$ cat config.mk
export PLATFORM = sky130hd
export DESIGN_NAME = prog_loader
export DESIGN_NICKNAME = d
export VERILOG_FILES = /design/src/rtl/prog_loader_pkg.sv /design/src/rtl/prog_loader_timeout.sv /design/src/rtl/prog_loader.sv
export SDC_FILE = /design/constraint.sdc
export NUM_CORES = 1
export LEC_CHECK = 0
export BUFFER_PORTS_ARGS = -buffer_cell sky130_fd_sc_hd__buf_2
export CAP_MARGIN = 10
export CORE_AREA = 10 10 75 124
export DETAILED_ROUTE_END_ITERATION = 8
export DIE_AREA = 0 0 85 134
export PLACE_DENSITY = 0.82
export RECOVER_POWER = 100
export SYNTH_ARGS = -nofsm -noshare
export SYNTH_HDL_FRONTEND = slang
export SYNTH_SLANG_ARGS = --single-unit
$ cat constraint.sdc
create_clock -name clk -period 3.99 [get_ports clk]
set_input_delay 0.1995 -clock clk [delete_from_list [all_inputs] [get_ports clk]]
set_output_delay 0.1995 -clock clk [all_outputs]
set_load 0.01 [all_outputs]
$ cat src/rtl/prog_loader_pkg.sv
// prog_loader_pkg: shared types and constants for the program loader
package prog_loader_pkg;
  typedef enum logic [2:0] {IDLE, LEN_HI, LEN_LO, B0, B1, B2, CHECK} state_e;
  localparam logic [7:0] SYNC_BYTE_DEF = 8'hA5;
  localparam logic [3:0] WE_18BIT = 4'b0011;
  localparam int INSTR_W = 18;
endpackage

$ cat src/rtl/prog_loader_timeout.sv
// prog_loader_timeout: inter-byte watchdog, loads on each byte and pulses when it runs out
module prog_loader_timeout #(
  parameter int unsigned CYCLES = 1000000
) (
  input  logic clk,
  input  logic reset_n,
  input  logic load_i,
  input  logic en_i,
  output logic expire_o
);
  localparam int W = $clog2(CYCLES + 1);
  logic [W-1:0] cnt_q;
  // a fresh byte always wins over an expiry landing on the same edge
  assign expire_o = en_i && !load_i && cnt_q == W'(1);
  // reload on every byte, count down while a frame is open
  always_ff @(posedge clk or negedge reset_n)
    if (!reset_n) cnt_q <= '0;
    else if (load_i) cnt_q <= W'(CYCLES);
    else if (en_i && cnt_q != '0) cnt_q <= cnt_q - W'(1);
endmodule

$ cat src/rtl/prog_loader.sv
// prog_loader: loads framed UART bytes into the program BRAM while holding the core in reset
module prog_loader
  import prog_loader_pkg::*;
#(
  parameter logic [7:0]  SYNC_BYTE      = SYNC_BYTE_DEF,
  parameter int unsigned TIMEOUT_CYCLES = 1000000,
  parameter int          ADDR_W         = 10
) (
  input  logic                clk,
  input  logic                reset_n,
  input  logic [7:0]          rx_data,
  input  logic                rx_valid,
  input  logic [ADDR_W-1:0]   cpu_address,
  output logic [ADDR_W-1:0]   mem_address,
  output logic [INSTR_W-1:0]  mem_instruction,
  output logic [3:0]          mem_we,
  output logic                proc_reset,
  output logic                busy,
  output logic                done,
  output logic                error
);
  state_e              state_q;
  logic [ADDR_W-1:0]   addr_q, last_q;
  logic [7:0]          chk_q, b1_q;
  logic [1:0]          b0_q;
  logic                inc_q, expire;
  logic [7:0]          chk_sum;
  logic [INSTR_W-1:0]  instr_q;
  logic [3:0]          we_q;
  logic                proc_reset_q, busy_q, done_q, error_q;

  prog_loader_timeout #(.CYCLES(TIMEOUT_CYCLES)) u_timeout (
    .clk      (clk),
    .reset_n  (reset_n),
    .load_i   (rx_valid),
    .en_i     (state_q != IDLE),
    .expire_o (expire)
  );

  assign chk_sum         = chk_q + rx_data;
  assign mem_address     = (busy_q || we_q != 4'b0000) ? addr_q : cpu_address;
  assign mem_instruction = instr_q;
  assign mem_we          = we_q;
  assign proc_reset      = proc_reset_q;
  assign busy            = busy_q;
  assign done            = done_q;
  assign error           = error_q;

  // frame parser, write pipeline and status flags; the final write skips the
  // address increment so a full 1K image never wraps the address back to 0
  always_ff @(posedge clk or negedge reset_n)
    if (!reset_n) begin
      state_q      <= IDLE;
      addr_q       <= '0;
      last_q       <= '0;
      chk_q        <= '0;
      b0_q         <= '0;
      b1_q         <= '0;
      inc_q        <= 1'b0;
      instr_q      <= '0;
      we_q         <= '0;
      proc_reset_q <= 1'b0;
      busy_q       <= 1'b0;
      done_q       <= 1'b0;
      error_q      <= 1'b0;
    end else begin
      we_q  <= '0;
      inc_q <= 1'b0;
      if (inc_q) addr_q <= addr_q + ADDR_W'(1);
      if (expire) begin
        state_q <= IDLE;
        error_q <= 1'b1;
        busy_q  <= 1'b0;
      end else if (rx_valid) begin
        case (state_q)
          IDLE: if (rx_data == SYNC_BYTE) begin
            state_q      <= LEN_HI;
            done_q       <= 1'b0;
            error_q      <= 1'b0;
            proc_reset_q <= 1'b1;
            busy_q       <= 1'b1;
            addr_q       <= '0;
            chk_q        <= '0;
          end
          LEN_HI: begin
            last_q[ADDR_W-1:8] <= rx_data[ADDR_W-9:0];
            state_q            <= LEN_LO;
          end
          LEN_LO: begin
            last_q[7:0] <= rx_data;
            state_q     <= B0;
          end
          B0: begin
            b0_q    <= rx_data[1:0];
            chk_q   <= chk_sum;
            state_q <= B1;
          end
          B1: begin
            b1_q    <= rx_data;
            chk_q   <= chk_sum;
            state_q <= B2;
          end
          B2: begin
            instr_q <= {b0_q, b1_q, rx_data};
            we_q    <= WE_18BIT;
            chk_q   <= chk_sum;
            inc_q   <= addr_q != last_q;
            state_q <= addr_q == last_q ? CHECK : B0;
          end
          CHECK: begin
            done_q       <= chk_sum == 8'h00;
            error_q      <= chk_sum != 8'h00;
            proc_reset_q <= chk_sum != 8'h00;
            busy_q       <= 1'b0;
            state_q      <= IDLE;
          end
          default: state_q <= IDLE;
        endcase
      end
    end
endmodule

==> flow_summary.toml <==
[status]
status = "finished with violations"
violations = "max-capacitance violations, max-slew violations"

[sta]
min_period_over_period_pct = 75.1
finalHoldViolations = 0
slew-limit-headroom_pct = -35.3
tns_ps = 0
worst_pin_slew_ps = 2030
min_period_ps = 3000
finalSetupViolCount = 0
fmax_ghz = 0.334
finClkSkew_ps = 6.96
rsz0062_at_grt = "no"
slew_viol_final = 86

[global_route]
antenna_found_initial = 0
track_usage_pct = 16.4
grt_start_max_net_pins = 86
overflow = 0
grt_first_pass_wirelength_mm = 15.3
grt_pass1_vias = 3135

[routing]
met1Wirelength_mm = 3.64
met2WireLength_mm = 4.97
ant_nets = 0
drt_iter0_drc = 175
dr_wl_met3_um = 413
routed_wl_mm = 9.21
routed.top_layer = "met4"
drc = 0
drtPass1Iterations = 4
wire_per_inst_um = 17.9
dr_total_vias = 3049
routed_via_density = 5.92

[synthesis]
syn_inst = 377
synth_area_leaders = "dfrtp_1 50%, mux2_2 13%, xor2_1 4.9%, nor2_1 3.4%, ha_1 3.2%"
synth.top_cell.area_share_pct = 49.7
yosys.cell_types.count = 52
ys_seq_area_share_pct = 49.7
synth_seq_cells = 85
syn_area_um2 = 4280
synthTopCellsByCount = "85 x dfrtp_1, 49 x mux2_2, 39 x nor2_1"
syn_avg_cell_area_um2 = 11.4
synth_adder_area_share_pct = 3.68
ys.flop_type = "dfrtp_1"
synth_edf_count = 0
synth_xor_xnor_area_share_pct = 7.16
yosysMostFrequentCell = "dfrtp_1"
yosys.area_share.simple_pct = 15.3
synth_compound_area_share_pct = 7.83
ys_warn_count = 0
async_reset_ff_share_pct = 100
synth_top_family_by_area = "simple AND/OR/NAND/NOR gates"
yosysTopAreaCell = "dfrtp_1"
synthMuxAreaShare_pct = 13.8

[worst_setup_path]
rr_startpoint = "u_timeout.cnt_q[16]$_DFFE_PN0P_"
critical_path_depth = 5
slowest_delay_ps = 770
path_common_cell = "or4_1"
crit_path_cell_trace = "or4_1, or4_1, o21ai_0, nor4_1, mux2_2"
crit_type = "reg2reg"
critPathLaunch = "u_timeout.cnt_q[16]$_DFFE_PN0P_"
critical_path_required_ps = 4220
slowest_stage = "o21ai_0"
cp.buffers_inverters = 0
crit_fanout = 10
path_delay_family = "simple AND/OR/NAND/NOR gates"
cp-end-kind = "flip-flop"
cp-start-kind = "flip-flop"
arrival_ps = 3230
r2r_cells = 5

[finish]
stdcell_count = 515
n_antenna_cell = 0
final_layout_size_suffix_gt1_share_pct = 20.7
area_growth_syn_to_layout_pct = 13.4
fill_cells = 557
num-nets-final = 457

[place]
globalplace.congestion = 0.864
dp.cells = 499
dpl.hpwl_mm = 6.66
port_buffers = 54

[clock_network]
clk_pin_slew_ps = 70
post_cts_buffers = 0
clock_latency_ps = 350
ctsResizeCount = 0
root_buffer = "clkbuf_16"
cts.sinks = 85
cts_buffers = 9
htreeDepth = 3
ctsLongestPathBuffers = 2
hold_buffers = 0
cts_tree = "yes"

[power_and_ir_drop]
total_power_uw = 3660
power_leakage_uw = 0.00201
pwr_density_cell_nw_per_um2 = 753
ir_drop_v = 0.000547

[floorplan]
die_y_um = 134
core-area_um2 = 7230
start_util_pct = 59.2
die_area_um2 = 11400
io_pins = 57
row_count = 41
die_w_um = 85

[worst_hold_path]
min_path_type = "in2reg"
holdPathStages = 2
worstHoldStart = "rx_data[4]"

[run]
max_cap_viol_count = 1
state kept, by name (all words and copies together), names as in the netlist:
name	flops
u_timeout.cnt_q	20
chk_q	8
error	1
b1_q	8
b0_q	2
busy	1
inc_q	1
addr_q	10
mem_we	1
mem_instruction	18
done	1
proc_reset	1
state_q	3
last_q	10
routing by layer:
layer	vias to the layer above	GRT usage (%)
li1	1449	-
met1	1514	17.9
met2	71	29.0
met3	15	3.82
met4	0	7.44
met5	-	0
layout make-up:
cell class / instances / area (um2) / area share (%)
clock buffers: 9 / 225 / 4.64
repair buffers: 54 / 228 / 4.69
inverters: 5 / 18.8 / 0.387
clock inverters: 7 / 104 / 2.14
multi-input cells: 269 / 2040 / 42.1
well taps: 86 / 108 / 2.22
flip-flops and latches: 85 / 2130 / 43.8
cells in the final DEF (no fill, tap or decap), types with 3 or more instances in the layout:
cell | netlist | routed
and3_1 | 4 | 4
nand3_1 | 3 | 3
clkbuf_1 | 14 | 34
nor2_1 | 39 | 39
nand2_1 | 6 | 6
xnor2_1 | 11 | 11
nor4_1 | 10 | 10
xor2_1 | 24 | 24
a22o_1 | 5 | 5
or4_1 | 7 | 8
ha_1 | 11 | 11
buf_2 | 1 | 19
or2_2 | 3 | 3
nand4_1 | 6 | 6
nor3_1 | 10 | 10
a211oi_1 | 3 | 3
clkbuf_16 | 0 | 9
o2bb2ai_1 | 3 | 3
o21ai_0 | 8 | 9
a21oi_1 | 7 | 7
mux2_2 | 49 | 49
nand2b_1 | 4 | 4
o211ai_1 | 4 | 4
o31ai_1 | 5 | 5
mux2i_1 | 4 | 4
inv_1 | 5 | 5
or3_1 | 8 | 8
nor2b_1 | 7 | 7
dfrtp_1 | 85 | 85
per-stage QoR:
stage | hold WS, ps | area [um2] | setup WS (ps) | utilization [%]
after floorplan | -96.1 | 4290 | 1490 | -
after global placement | 440 | 4580 | 1360 | 63.3
after detailed placement | 450 | 4580 | 1300 | 63.3
after CTS | 82.2 | 4910 | 1290 | 67.9
after global routing | 191 | 4850 | 743 | 67.1
final | 186 | 4850 | 994 | 67.1
cells by family (layout without fill, tap and decap cells):
| kind of cell | Yosys count | after routing |
|---|---|---|
| AND/OR/NAND/NOR | 119 | 119 |
| buffers and inverters | 24 | 75 |
| adder cells (fa/ha/maj) | 12 | 12 |
| flip-flops | 85 | 85 |
| multiplexers | 53 | 53 |
| XOR/XNOR | 35 | 35 |
| AO/OA/AOI/OAI | 48 | 48 |
| other | 1 | 2 |
worst reg2reg max path, cell delays in order (launching register included):
cell and delay, ps:
dfrtp_1 390, or4_1 620, or4_1 670, o21ai_0 770
nor4_1 130, mux2_2 310
path summary, 6_finish.rpt:
path,slack (ps),end
min,190,b1_q[4]$_DFFE_PN0P_
max,990,u_timeout.cnt_q[15]$_DFFE_PN0P_
min in group asynchronous,420,u_timeout.cnt_q[12]$_DFFE_PN0P_
max reg2reg,990,u_timeout.cnt_q[15]$_DFFE_PN0P_
max in group asynchronous,2370,b1_q[0]$_DFFE_PN0P_
min reg2reg,500,chk_q[2]$_DFFE_PN0P_
power by group:
| group | internal (uW) | switching, uW | total [uW] | leakage, uW |
|---|---|---|---|---|
| sequential | 1200 | 310 | 1510 | 0.00101 |
| clock | 557 | 365 | 922 | 0.000155 |
| combinational | 595 | 625 | 1220 | 0.000846 |
| total | 2360 | 1300 | 3660 | 0.00201 |
Note: power is estimated with default switching activity, not from simulation.
